**config.mk**
```make
export PLATFORM = sky130hd
export DESIGN_NAME = alu_mc
export DESIGN_NICKNAME = d
export VERILOG_FILES = /design/src/rtl/alu_mc_pkg.sv /design/src/rtl/alu_mc_mul.sv /design/src/rtl/alu_mc.sv
export SDC_FILE = /design/constraint.sdc
export NUM_CORES = 1
export LEC_CHECK = 0
export BUFFER_PORTS_ARGS = -buffer_cell sky130_fd_sc_hd__buf_2
export CAP_MARGIN = 20
export CORE_ASPECT_RATIO = 0.5
export CORE_MARGIN = 2
export CORE_UTILIZATION = 56
export DETAILED_ROUTE_END_ITERATION = 12
export PLACE_DENSITY = 0.73
export SLEW_MARGIN = 10
export SYNTH_ARGS = -nofsm -noshare
export SYNTH_HDL_FRONTEND = slang
export SYNTH_SLANG_ARGS = --single-unit
export TNS_END_PERCENT = 5
```
**constraint.sdc**
```tcl
create_clock -name Clock -period 2.97 [get_ports Clock]
set_clock_uncertainty 0.15 [all_clocks]
set_input_delay 0.297 -clock Clock [delete_from_list [all_inputs] [get_ports Clock]]
set_output_delay 0.297 -clock Clock [all_outputs]
set_load 0.1 [all_outputs]
```
**src/rtl/alu_mc_pkg.sv**
```systemverilog
// -----------------------------------------------------------------------------
// opcodes : shared types for the alu_mc multi-cycle ALU.
//   alu_mc_functions_t : 4-bit operation select. Codes 11..15 are undefined
//                        and pass ACC through with latency 1.
//   alu_mc_state_t     : controller states IDLE / RUN / DONE.
// -----------------------------------------------------------------------------
package opcodes;

   typedef enum logic [3:0] {
      FnMem  = 4'd0,
      FnADD  = 4'd1,
      FnSUB  = 4'd2,
      FnAND  = 4'd3,
      FnOR   = 4'd4,
      FnNOT  = 4'd5,
      FnLSL  = 4'd6,
      FnLSR  = 4'd7,
      FnLSLN = 4'd8,
      FnLSRN = 4'd9,
      FnMUL  = 4'd10
   } alu_mc_functions_t;

   typedef enum logic [1:0] {
      IDLE = 2'd0,
      RUN  = 2'd1,
      DONE = 2'd2
   } alu_mc_state_t;

endpackage

```
**src/rtl/alu_mc_mul.sv**
```systemverilog
// -----------------------------------------------------------------------------
// alu_mc_mul : radix-2 shift-add multiplier datapath, one partial product per
// step. After WIDTH steps {hi,lo} holds the full unsigned product.
//   clk_i, rst_i  : clock, async active-high reset
//   load_i        : capture a_i (multiplicand) and b_i (multiplier), clear hi
//   step_i        : perform one add/shift step
//   lo_d_o        : low half of the product as it will be after this step
//   hi_nz_d_o     : high half nonzero, as it will be after this step
// The look-ahead outputs let the controller register the final result on the
// same edge as the last step, avoiding an extra cycle.
// -----------------------------------------------------------------------------
module alu_mc_mul #(
   parameter int WIDTH = 16
) (
   input  logic             clk_i,
   input  logic             rst_i,
   input  logic             load_i,
   input  logic             step_i,
   input  logic [WIDTH-1:0] a_i,
   input  logic [WIDTH-1:0] b_i,
   output logic [WIDTH-1:0] lo_d_o,
   output logic             hi_nz_d_o
);

   logic [WIDTH-1:0] a_q, hi_q, lo_q;
   logic [WIDTH-1:0] hi_d, lo_d;
   logic [WIDTH:0]   sum;

   // Add multiplicand when the current multiplier LSB is set, then shift the
   // whole {carry,hi,lo} right by one; the sum's LSB enters lo from the top.
   always_comb begin
      sum  = {1'b0, hi_q} + (lo_q[0] ? {1'b0, a_q} : '0);
      hi_d = sum[WIDTH:1];
      lo_d = {sum[0], lo_q[WIDTH-1:1]};
   end

   always_ff @(posedge clk_i or posedge rst_i) begin
      if (rst_i) begin
         a_q  <= '0;
         hi_q <= '0;
         lo_q <= '0;
      end else if (load_i) begin
         a_q  <= a_i;
         hi_q <= '0;
         lo_q <= b_i;
      end else if (step_i) begin
         hi_q <= hi_d;
         lo_q <= lo_d;
      end
   end

   assign lo_d_o    = lo_d;
   assign hi_nz_d_o = |hi_d;

endmodule

```
**src/rtl/alu_mc.sv**
```systemverilog
// -----------------------------------------------------------------------------
// alu_mc : multi-cycle ALU with registered result and flags.
//   Clock, Reset : clock, async active-high reset
//   Start        : request, sampled only in IDLE
//   Function     : operation select (opcodes::alu_mc_functions_t)
//   ACC, Mem     : operands A and B; Mem[SHW-1:0] is N for LSLN/LSRN
//   Result       : registered result, held until the next accepted Start
//   Zflag/Nflag/Cflag : registered flags for Result
//   Busy         : high while in RUN
//   Done         : one-cycle pulse when Result/flags become valid
// Build option: define ALU_MC_MUL_EN to include the shift-add multiplier;
// otherwise FnMUL is treated as an undefined code (returns ACC, latency 1).
// -----------------------------------------------------------------------------
module alu_mc
   import opcodes::*;
#(
   parameter int WIDTH = 16,
   parameter int SHW   = $clog2(WIDTH)
) (
   input  logic              Clock,
   input  logic              Reset,
   input  logic              Start,
   input  alu_mc_functions_t Function,
   input  logic [WIDTH-1:0]  ACC,
   input  logic [WIDTH-1:0]  Mem,
   output logic [WIDTH-1:0]  Result,
   output logic              Zflag,
   output logic              Nflag,
   output logic              Cflag,
   output logic              Busy,
   output logic              Done
);

   // Counter must hold WIDTH itself for the multiply.
   localparam int CW = SHW + 1;

   alu_mc_state_t     state_q;
   alu_mc_functions_t fn_q;
   logic [WIDTH-1:0]  sh_q, res_q;
   logic [CW-1:0]     cnt_q;
   logic              z_q, n_q, c_q, busy_q, done_q;

   logic [WIDTH-1:0]  sc_res, sh_d, run_res, fin_res;
   logic              sc_c, sh_c, run_c, fin_c;
   logic [WIDTH:0]    sum, diff;
   logic [SHW-1:0]    nsh;
   logic              multi;
   logic [WIDTH-1:0]  mul_lo;
   logic              mul_hi_nz;

   assign nsh = Mem[SHW-1:0];

   // Single-cycle result, computed straight from the inputs on the accept edge.
   always_comb begin
      sum    = {1'b0, ACC} + {1'b0, Mem};
      diff   = {1'b0, ACC} - {1'b0, Mem};
      sc_res = ACC;
      sc_c   = 1'b0;
      case (Function)
         FnMem:   sc_res = Mem;
         FnADD:   {sc_c, sc_res} = sum;
         FnSUB:   {sc_c, sc_res} = diff;   // diff[WIDTH] is the borrow
         FnAND:   sc_res = ACC & Mem;
         FnOR:    sc_res = ACC | Mem;
         FnNOT:   sc_res = ~ACC;
         FnLSL:   {sc_c, sc_res} = {ACC, 1'b0};
         FnLSR:   {sc_res, sc_c} = {1'b0, ACC};
         default: begin
            sc_res = ACC;                  // undefined, N=0 shifts, MUL when absent
            sc_c   = 1'b0;
         end
      endcase
   end

   // Decide whether the accepted op needs the RUN state.
   always_comb begin
      multi = ((Function == FnLSLN) || (Function == FnLSRN)) && (nsh != '0);
`ifdef ALU_MC_MUL_EN
      if (Function == FnMUL) multi = 1'b1;
`endif
   end

   // One-bit shift step; the bit leaving the register becomes the carry.
   always_comb begin
      if (fn_q == FnLSLN) begin
         sh_d = {sh_q[WIDTH-2:0], 1'b0};
         sh_c = sh_q[WIDTH-1];
      end else begin
         sh_d = {1'b0, sh_q[WIDTH-1:1]};
         sh_c = sh_q[0];
      end
   end

`ifdef ALU_MC_MUL_EN
   logic mul_load, mul_step;
   assign mul_load = (state_q == IDLE) && Start && (Function == FnMUL);
   assign mul_step = (state_q == RUN) && (fn_q == FnMUL);

   alu_mc_mul #(.WIDTH(WIDTH)) u_mul (
      .clk_i     (Clock),
      .rst_i     (Reset),
      .load_i    (mul_load),
      .step_i    (mul_step),
      .a_i       (ACC),
      .b_i       (Mem),
      .lo_d_o    (mul_lo),
      .hi_nz_d_o (mul_hi_nz)
   );

   always_comb begin
      if (fn_q == FnMUL) begin
         run_res = mul_lo;
         run_c   = mul_hi_nz;
      end else begin
         run_res = sh_d;
         run_c   = sh_c;
      end
   end
`else
   assign mul_lo    = '0;
   assign mul_hi_nz = 1'b0;
   assign run_res   = sh_d;
   assign run_c     = sh_c;
`endif

   // Value loaded into Result on the transition into DONE.
   assign fin_res = (state_q == RUN) ? run_res : sc_res;
   assign fin_c   = (state_q == RUN) ? run_c   : sc_c;

   always_ff @(posedge Clock or posedge Reset) begin
      if (Reset) begin
         state_q <= IDLE;
         fn_q    <= FnMem;
         sh_q    <= '0;
         cnt_q   <= '0;
         res_q   <= '0;
         z_q     <= 1'b0;
         n_q     <= 1'b0;
         c_q     <= 1'b0;
         busy_q  <= 1'b0;
         done_q  <= 1'b0;
      end else begin
         case (state_q)
            IDLE: begin
               done_q <= 1'b0;
               if (Start) begin
                  fn_q <= Function;
                  sh_q <= ACC;
                  if (multi) begin
                     state_q <= RUN;
                     busy_q  <= 1'b1;
                     cnt_q   <= (Function == FnMUL) ? CW'(WIDTH) : CW'(nsh);
                  end else begin
                     state_q <= DONE;
                     done_q  <= 1'b1;
                     res_q   <= fin_res;
                     z_q     <= (fin_res == '0);
                     n_q     <= fin_res[WIDTH-1];
                     c_q     <= fin_c;
                  end
               end
            end
            RUN: begin
               sh_q  <= sh_d;
               cnt_q <= cnt_q - 1'b1;
               if (cnt_q == CW'(1)) begin
                  state_q <= DONE;
                  busy_q  <= 1'b0;
                  done_q  <= 1'b1;
                  res_q   <= fin_res;
                  z_q     <= (fin_res == '0);
                  n_q     <= fin_res[WIDTH-1];
                  c_q     <= fin_c;
               end
            end
            DONE: begin
               state_q <= IDLE;
               done_q  <= 1'b0;
            end
            default: begin
               state_q <= IDLE;
               busy_q  <= 1'b0;
               done_q  <= 1'b0;
            end
         endcase
      end
   end

   assign Result = res_q;
   assign Zflag  = z_q;
   assign Nflag  = n_q;
   assign Cflag  = c_q;
   assign Busy   = busy_q;
   assign Done   = done_q;

endmodule

```
==> impl_results.md <==
- WS Path Type: input port to register
- Placeable Area: 9666 µm²
- Ys async rst share: 1.000
- Fraction of layout cells with a size suffix above 1: 0.3675
- Iter 0 DRT Violations: 1331
- Top delay family on crit path: simple AND/OR/NAND/NOR gates
- Failing checks: setup timing
- GRT Total Usage: 0.4446
- Netlist cell types: 86
- Area of the multi-input gates: 4367 µm²
- Initial Util: 0.5895
- Slew @ Worst Pin: 1.048 ns
- Fillers: 621
- H-tree depth: 2
- Die area: 11050 µm²
- Worst setup EP type: register
- Storage element area: 1176 µm²
- Syn_area_per_cell: 7.805 µm²
- Most common cell after layout, fill and taps aside: buf_4
- Final Hold Fails: 0
- DPL Wire Length: 18480 µm
- Worst min path class: input port to async pin
- Diode count: 0
- RSZ-0062 raised after global routing: yes
- DRC viols: 0
- Outcome: finished, violations left
- IO Count: 60
- Crit path launch type: input port
- Drt total wl: 26200 µm
- Hold WS: 0.07617 ns
- TritonRoute pass-1 iters: 7
- Max incr delay on CP: 0.40 ns
- Count of warnings emitted by yosys: 0
- Mapped cell area: 5698 µm²
- Final setup violating endpoints: 7
- Max Buffers Root-to-Sink: 2
- Max IR drop VDD: 0.0004575 V
- CTS tree: built
- Final core utilization: 0.8157
- Area share of the largest cell type after synthesis: 0.2064
- I/O Buffers: 59
- Syn_nets: 825
- Slew margin rel.: 0.2989
- Vias in the first global route: 6492
- Slew Viols, Final: 0
- CP max FO: 3
- Via density: 6.906
- Pleak: 3.676 nW
- Main flop type after synthesis: dfrtp_1
- Post-synthesis sequential area ratio: 0.2064
- Max Cap Viol: 0
- Synth area leaders: dfrtp_1 21%, ha_1 12%, nand2_1 6.1%, o21ai_0 4.2%, inv_1 4.1%
- CP Data Required Time: 3.05 ns
- Crit-path cells: buf_8 > inv_4 > ha_4 > inv_2 > fa_2 > nor2b_4 > o211ai_1 > buf_4 > buf_4 > a31oi_1 > or3b_1 > o221a_1 > nor4_2 > nand4_1 > nor4_2 > a32o_2
- Critical path buffers and inverters: 5
- Global route overflow: 0
- CTS root buffer: clkbuf_16
- Die H: 75.33 µm
- Min Tclk post-route: 3.170 ns
- #FFs+latches synth: 47
- Routability cong.: 1.056
- Post-synth EDFFs: 0
- CTS clk-pin slew, worst paths: 0.07 ns
- Area growth, synth to finish: 38.36%
- Hold Buf Count CTS: 0
- Initial antenna violation count: 0
- Die X: 146.7 µm
- NumNets Final: 1031
- Pwr/cell area: 651.9 nW/µm²
- Clock latency on the worst-skew pair: 0.29 ns
- CP max stage cell: fa_2
- Final setup margin: -0.2001 ns
- DRT antenna net count: 0
- Largest area contributor in the netlist: dfrtp_1
- Pin count of the biggest net entering global routing: 48
- Cts bufs inserted: 5
- FMAX: 315.4 MHz
- Most frequent cells in the layout: 187 x buf_4, 92 x nand2_1, 58 x buf_2
- DR vias: 7396
- Worst EP arrival: 3.25 ns
- Fin crit share: 1.067
- Mapped Cells: 730
- Avg WL per Cell: 24.46 µm
- Clock Sinks: 47
- Post-route cell area: 7884 µm²
- Dpl cell area: 7263 µm²
- Cell Rows: 25
- First-pass GRT wire length: 37220 µm
## worst paths after layout
kind | depth (start not counted) | startpoint | endpoint | slack [ns]
worst max-delay path | 16 | ACC[0] | Zflag | -0.20
max in group asynchronous | 2 | Reset | sh_q[3] | 2.00
worst min-delay path | 2 | Reset | Result[11] | 0.08
worst max register to register | 11 | fn_q[0] | Zflag | -0.09
worst min register to register | 2 | Result[1] | Result[1] | 0.34
min in group Clock | 3 | ACC[15] | sh_q[15] | 0.17
## worst register-to-register path: cells and delay by family (launching register included)
family,cells,cell delay [ns]
flip-flops,1,0.39
AO/OA/AOI/OAI,4,0.96
AND/OR/NAND/NOR,4,0.94
buffers and inverters,2,0.34
multiplexers,1,0.22
## stage by stage
step                      setup TNS, ns  std cells  power (W)  setup WS [ns]
after CTS                     -0.002025       1067   0.004804      -0.002025
after global routing             -1.272       1071   0.005264        -0.2153
after detailed placement         -1.940       1045   0.004040        -0.4652
after global placement          -0.9544       1045   0.003934        -0.3116
after floorplan                       0        730   0.003100       0.009460
final                           -0.6899       1071   0.005139        -0.2001
## report_power, final
| group | internal [W] | total (W) | switching [W] |
|---|---|---|---|
| Combinational | 0.00101 | 0.00328 | 0.00226 |
| Sequential | 0.000927 | 0.00122 | 0.000292 |
| Clock | 0.000394 | 0.000643 | 0.000249 |
| Total | 0.00233 | 0.00514 | 0.00281 |
## timing repair
item / CTS / global route
endpoints found under the hold margin: 0 / 0
setup buffers: 15 / 4
setup endpoints to repair: 3 / 8
gates resized for setup: 32 / 36
pin swaps: 21 / 23
## kinds of logic after synthesis
family	after synthesis	share of synthesized area
compound gates	243	0.3085
buf+inv	115	0.08300
fa+ha+maj	56	0.1256
mux	29	0.05841
simple gates	237	0.2134
flops	47	0.2064
xor+xnor	3	0.004612
## state kept, by name, indices dropped and copies added (netlist names)
name,flops
Zflag,1
Result,16
Done,1
Cflag,1
fn_q,4
state_q,2
Busy,1
sh_q,16
cnt_q,5
## Yosys cell counts (8+ instances only)
| cell | instances |
|---|---|
| mux2_2 | 10 |
| o21ai_0 | 48 |
| a22oi_1 | 9 |
| o22ai_1 | 8 |
| mux2i_1 | 16 |
| o211ai_1 | 22 |
| a21oi_1 | 40 |
| nand3_1 | 21 |
| nor2_1 | 33 |
| inv_1 | 62 |
| nand2_1 | 92 |
| dfrtp_1 | 47 |
| clkbuf_1 | 32 |
| a221oi_1 | 9 |
| ha_1 | 54 |
| a31oi_1 | 13 |
| nor2b_1 | 11 |
| nand2b_1 | 12 |
| nand4_1 | 8 |
| nor3_1 | 16 |
| buf_2 | 12 |
## layer usage
| layer | up-vias | part of all wire | global-route usage |
|---|---|---|---|
| met4 | 0 | 0.038 | 0.09277 |
| met2 | 716 | 0.39 | 0.6599 |
| met5 | - | 0 | 0 |
| li1 | 3110 | - | - |
| met3 | 155 | 0.18 | 0.1653 |
| met1 | 3415 | 0.40 | 0.6254 |
## cell type report
| cell class | instances | share of cell area |
|---|---|---|
| multi-input cells | 568 | 0.5539 |
| repair buffers | 251 | 0.2250 |
| flip-flops and latches | 47 | 0.1492 |
| inverters | 63 | 0.03031 |
| well taps | 135 | 0.02143 |
| clock buffers | 6 | 0.01635 |
| clock inverters | 1 | 0.003809 |
No activity file was read; power rests on OpenSTA's default activity.
